## config.mk

```make
export PLATFORM = sky130hd
export DESIGN_NAME = mult_sequencer
export DESIGN_NICKNAME = d
export VERILOG_FILES = /design/src/rtl/mult_sequencer.sv
export SDC_FILE = /design/constraint.sdc
export NUM_CORES = 1
export LEC_CHECK = 0
export CAP_MARGIN = 5
export CORE_MARGIN = 2
export CORE_UTILIZATION = 30
export CTS_BUF_LIST = sky130_fd_sc_hd__clkbuf_4
export DETAILED_ROUTE_END_ITERATION = 12
export HOLD_SLACK_MARGIN = 0.02
export SKIP_CTS_REPAIR_TIMING = 1
export SLEW_MARGIN = 20
export SYNTH_ARGS = -nofsm -noshare
export SYNTH_HDL_FRONTEND = slang
export SYNTH_SLANG_ARGS = --single-unit
```

## constraint.sdc

```tcl
create_clock -name clk -period 8.28 [get_ports clk]
set_clock_uncertainty 0.15 [all_clocks]
set_input_delay 1.656 -clock clk [delete_from_list [all_inputs] [get_ports clk]]
set_output_delay 1.656 -clock clk [all_outputs]
set_load 0.005 [all_outputs]
```

## src/rtl/mult_sequencer.sv

```systemverilog
// Multi-cycle signed multiplier for the EX stage: radix-2 shift-add over DATA_W
// iterations on operand magnitudes, sign applied when the product is committed.
module mult_sequencer #(
    parameter int unsigned DATA_W = 32,
    parameter int unsigned CNT_W  = 6
) (
    input  logic              clk,
    input  logic              arst_n,
    input  logic              start,
    input  logic              flush,
    input  logic [DATA_W-1:0] op_a,
    input  logic [DATA_W-1:0] op_b,
    output logic              stall,
    output logic              busy,
    output logic              done,
    output logic [DATA_W-1:0] result_hi,
    output logic [DATA_W-1:0] result_lo
);

    localparam int unsigned PROD_W = 2 * DATA_W;

    typedef enum logic [1:0] {
        S_IDLE = 2'd0,
        S_RUN  = 2'd1,
        S_DONE = 2'd2
    } state_e;

    state_e              state_q, state_d;
    logic [DATA_W-1:0]   mcand_q, mcand_d;
    logic [DATA_W-1:0]   acc_hi_q, acc_hi_d;
    logic [DATA_W-1:0]   mplier_q, mplier_d;
    logic                neg_q, neg_d;
    logic [CNT_W-1:0]    cnt_q, cnt_d;
    logic [DATA_W-1:0]   res_hi_q, res_hi_d;
    logic [DATA_W-1:0]   res_lo_q, res_lo_d;
    logic                done_q, busy_q;

    logic                accept_c;
    logic [DATA_W-1:0]   abs_a_c, abs_b_c;
    logic [DATA_W:0]     sum_c;
    logic [DATA_W-1:0]   it_hi_c, it_lo_c;
    logic [PROD_W-1:0]   prod_c, signed_c;

    assign accept_c = start & ~flush;

    // Magnitudes treated as unsigned, so the most-negative operand maps to 2^(DATA_W-1).
    assign abs_a_c = op_a[DATA_W-1] ? (~op_a + DATA_W'(1)) : op_a;
    assign abs_b_c = op_b[DATA_W-1] ? (~op_b + DATA_W'(1)) : op_b;

    // One shift-add step; the multiplier register doubles as the low product half.
    always_comb begin
        sum_c    = {1'b0, acc_hi_q} + (mplier_q[0] ? {1'b0, mcand_q} : (DATA_W + 1)'(0));
        it_hi_c  = sum_c[DATA_W:1];
        it_lo_c  = {sum_c[0], mplier_q[DATA_W-1:1]};
        prod_c   = {it_hi_c, it_lo_c};
        signed_c = neg_q ? (~prod_c + PROD_W'(1)) : prod_c;
    end

    always_comb begin
        state_d  = state_q;
        mcand_d  = mcand_q;
        acc_hi_d = acc_hi_q;
        mplier_d = mplier_q;
        neg_d    = neg_q;
        cnt_d    = cnt_q;
        res_hi_d = res_hi_q;
        res_lo_d = res_lo_q;

        case (state_q)
            S_IDLE, S_DONE: begin
                state_d = S_IDLE;
                if (accept_c) begin
                    state_d  = S_RUN;
                    mcand_d  = abs_a_c;
                    mplier_d = abs_b_c;
                    neg_d    = op_a[DATA_W-1] ^ op_b[DATA_W-1];
                    acc_hi_d = '0;
                    cnt_d    = '0;
                end
            end
            S_RUN: begin
                if (flush) begin
                    state_d = S_IDLE;
                end else begin
                    acc_hi_d = it_hi_c;
                    mplier_d = it_lo_c;
                    cnt_d    = cnt_q + CNT_W'(1);
                    // Final iteration commits the signed product on the edge into DONE.
                    if (cnt_q == CNT_W'(DATA_W - 1)) begin
                        state_d  = S_DONE;
                        res_hi_d = signed_c[PROD_W-1:DATA_W];
                        res_lo_d = signed_c[DATA_W-1:0];
                    end
                end
            end
            default: state_d = S_IDLE;
        endcase
    end

    always_ff @(posedge clk or negedge arst_n) begin
        if (!arst_n) begin
            state_q  <= S_IDLE;
            mcand_q  <= '0;
            acc_hi_q <= '0;
            mplier_q <= '0;
            neg_q    <= 1'b0;
            cnt_q    <= '0;
            res_hi_q <= '0;
            res_lo_q <= '0;
            done_q   <= 1'b0;
            busy_q   <= 1'b0;
        end else begin
            state_q  <= state_d;
            mcand_q  <= mcand_d;
            acc_hi_q <= acc_hi_d;
            mplier_q <= mplier_d;
            neg_q    <= neg_d;
            cnt_q    <= cnt_d;
            res_hi_q <= res_hi_d;
            res_lo_q <= res_lo_d;
            done_q   <= (state_d == S_DONE);
            busy_q   <= (state_d == S_RUN);
        end
    end

    // Combinational so EX holds its operands in the request cycle.
    assign stall = (accept_c & ((state_q == S_IDLE) | (state_q == S_DONE)))
                 | (state_q == S_RUN);

    assign busy      = busy_q;
    assign done      = done_q;
    assign result_hi = res_hi_q;
    assign result_lo = res_lo_q;

endmodule

```

==> impl_metrics.env <==
export IMPL_outcome="finished, final reports clean"
export IMPL_relSlewSlack_pct=30.8
export IMPL_clk_insertion_delay_late_ns=0.59
export IMPL_finalWirelength_um=31300
export IMPL_synth_distinct_cells=70
export IMPL_p_comb_share_pct=38.6
export IMPL_final_common_cell="nand2_1"
export IMPL_gp_congestion=0.873
export IMPL_syn_to_final_growth_pct=18.2
export IMPL_gr_total_overflow=0
export IMPL_finalSetupViolCount=0
export IMPL_tightest_slew_ns=1.02
export IMPL_die_w_um=196
export IMPL_cts_made_buffers=17
export IMPL_ys_seq_area_share_pct=38.5
export IMPL_ctsRootBufferMaster="clkbuf_4"
export IMPL_startpoint_type="input port"
export IMPL_final_cell_mix="nand2_1 (192), o21ai_0 (191), dfrtp_1 (171)"
export IMPL_clock_fmax_ghz=0.201
export IMPL_cp_endpoint="mplier_q[25]$_DFFE_PN0P_"
export IMPL_grt_pass1_wl_um=50200
export IMPL_fill_cells=3727
export IMPL_r2r_slack_ns=3.34
export IMPL_viasPerCell=5.23
export IMPL_drcViolationCount=0
export IMPL_grt_setup_unrepaired="no"
export IMPL_slew_viol_final=0
export IMPL_synth_fp_nets=1389
export IMPL_final_area_mm2=0.0131
export IMPL_drtPass1Iterations=5
export IMPL_finalCritPeriodShare_pct=60.0
export IMPL_ir_worst_vdd_mv=0.120
export IMPL_antenna_found_initial=1
export IMPL_io_pins=135
export IMPL_worstPathRequired_ns=8.59
export IMPL_initial_utilization_pct=30.4
export IMPL_fp_coreArea_mm2=0.0365
export IMPL_critPathMaxFanout=5
export IMPL_fp_row_count=70
export IMPL_grt_pass1_vias=9238
export IMPL_placed_cell_area_mm2=0.0128
export IMPL_critPathLaunch="op_b[6]"
export IMPL_p_seq_share_pct=41.1
export IMPL_netlist_area_mm2=0.0111
export IMPL_drtIter0Drc=728
export IMPL_portBuffers=134
export IMPL_p_per_area_mw_per_mm2=197
export IMPL_cp_arrival_ns=5.28
export IMPL_num_nets_final=1473
export IMPL_hp_class="register to register"
export IMPL_drv_cap=0
export IMPL_clkTransAtPathRegs_ns=0.16
export IMPL_swShare_pct=40.7
export IMPL_cts_buffer_depth=2
export IMPL_worstSetupPathType="input port to register"
export IMPL_syn_inst=1284
export IMPL_setup_tns_ns=0
export IMPL_cts_tree="yes"
export IMPL_synth_main_ff_cell="dfrtp_1"
export IMPL_ys_async_sr_fraction_pct=100
export IMPL_synth_seq_cells=171
export IMPL_timing_rr_start="mplier_q[0]$_DFFE_PN0P_"
export IMPL_internal_power_mw=1.53
export IMPL_syn_area_per_cell_um2=8.65
export IMPL_vias=9677
export IMPL_clock_sinks=171
export IMPL_period_needed_ns=4.97
export IMPL_ys_warn_count=0
export IMPL_final_util_pct=35.9
export IMPL_finalHoldViolCount=0
export IMPL_dp_hpwl_um=22900
export IMPL_die_area_mm2=0.0386
export IMPL_p_sw_mw=1.05
export IMPL_p_clk_share_pct=20.3
export IMPL_die_height_um=196
export IMPL_p_leak_nw=5.57
export IMPL_crit_path_end_kind="register"
export IMPL_grt_use_total_pct=16.4
export IMPL_htreeDepth=4
export IMPL_grt_max_degree=129
export IMPL_r2r_end="result_hi[30]$_DFFE_PN0P_"
export IMPL_synth_edf_count=0
export IMPL_ant_nets=0
export IMPL_reg2reg_depth=14
export IMPL_whs_ns=0.342
export IMPL_post_drt_wl_per_cell_um=16.9
export IMPL_drive_above_1_share_pct=5.00
[how the worst min path moves through the flow]
stage,start,end,cells past startpoint
after floorplan,mcand_q[31]$_DFFE_PN0P_,mcand_q[31]$_DFFE_PN0P_,2
after global placement,mcand_q[8]$_DFFE_PN0P_,mcand_q[8]$_DFFE_PN0P_,2
after detailed placement,mcand_q[7]$_DFFE_PN0P_,mcand_q[7]$_DFFE_PN0P_,2
after CTS,mcand_q[7]$_DFFE_PN0P_,mcand_q[7]$_DFFE_PN0P_,2
after global routing,mcand_q[7]$_DFFE_PN0P_,mcand_q[7]$_DFFE_PN0P_,2
final,mcand_q[7]$_DFFE_PN0P_,mcand_q[7]$_DFFE_PN0P_,2
[critical path, stage by stage]
cell,delay (ns)
clkdlybuf4s50_1,0.49
or4_1,0.57
or4_1,0.46
or2_1,0.25
or4_4,0.51
or4_1,0.51
o41ai_1,0.38
xor2_1,0.19
nor2_1,0.06
a21oi_1,0.14
o21ai_1,0.06
[per-layer routing]
layer / vias to the layer above / share of wire (%) / track usage (%)
li1: 4787 / - / -
met1: 4661 / 48 / 22.7
met2: 189 / 46 / 26.1
met3: 40 / 3.9 / 2.55
met4: 0 / 2.4 / 5.50
met5: - / 0 / 0
[flip-flops by register name, indices dropped and copies added, names as in the netlist, 2 cells and up]
signal / count
state_q: 2
result_lo: 32
result_hi: 32
mcand_q: 32
acc_hi_q: 32
cnt_q: 6
mplier_q: 32
[area by class of cell]
class	instances	area (um2)	share of cell area [%]
clock buffer	18	135	1.03
clock inverter	14	160	1.22
tap	468	586	4.46
antenna	1	2.50	0.0191
sequential	171	4280	32.6
multi-input combinational	1018	6500	49.5
timing repair buffer	142	1400	10.6
inverter	18	67.6	0.515
[power by group through the flow]
stage	combinational, mW	clock (mW)	sequential [mW]
final	0.999	0.526	1.06
after global routing	1.12	0.585	1.08
after CTS	1.00	0.549	1.06
after detailed placement	0.996	0	1.08
after global placement	0.982	0	1.07
after floorplan	0.729	0	1.04
[stage by stage]
step | power, mW | worst slack (ns) | cells
finish | 2.59 | 3.31 | 1850
global route | 2.78 | 3.07 | 1850
CTS | 2.61 | 3.37 | 1849
detailed placement | 2.07 | 2.71 | 1817
global placement | 2.06 | 2.76 | 1817
floorplan | 1.77 | 3.47 | 1284
[Yosys cell counts, types with 3 or more instances]
cell,n,share of area (%)
a22oi_1,20,1.4
nand3b_1,5,0.34
nand3_1,17,0.77
o31ai_1,38,2.6
nand2_1,194,6.6
o21ai_1,6,0.27
a21boi_0,3,0.20
inv_1,18,0.61
a31oi_1,10,0.56
nor3b_1,5,0.34
o41ai_1,19,1.5
and4_1,3,0.24
a21oi_1,52,2.3
dfrtp_1,171,39
nor4_1,7,0.39
a22o_1,20,1.6
o2111ai_1,4,0.32
o21a_1,6,0.41
o21bai_1,3,0.20
a211oi_1,4,0.27
ha_1,36,4.1
o211ai_1,5,0.34
nor2b_1,4,0.23
and3_1,10,0.56
mux2i_1,4,0.36
a211o_1,3,0.24
a21o_1,11,0.74
xnor2_1,32,2.5
xor2_1,111,8.8
nor2_1,41,1.4
and2_1,40,2.3
nor3_1,15,0.68
clkbuf_1,71,2.4
nand2b_1,12,0.68
or2_2,5,0.28
or3_1,15,0.85
or4_1,18,1.2
buf_1,4,0.14
nand4_1,8,0.45
o21ai_0,191,8.6
[logic make-up after synthesis]
logic type	count (synthesis)	share of synthesized area, %
AND/OR/NAND/NOR	415	18.7
adder cells (fa/ha/maj)	37	4.24
AO/OA/AOI/OAI	417	23.4
flip-flops	171	38.5
multiplexers	6	0.564
buffers and inverters	95	3.23
XOR/XNOR	143	11.3
No activity file was read; power rests on OpenSTA's default activity.
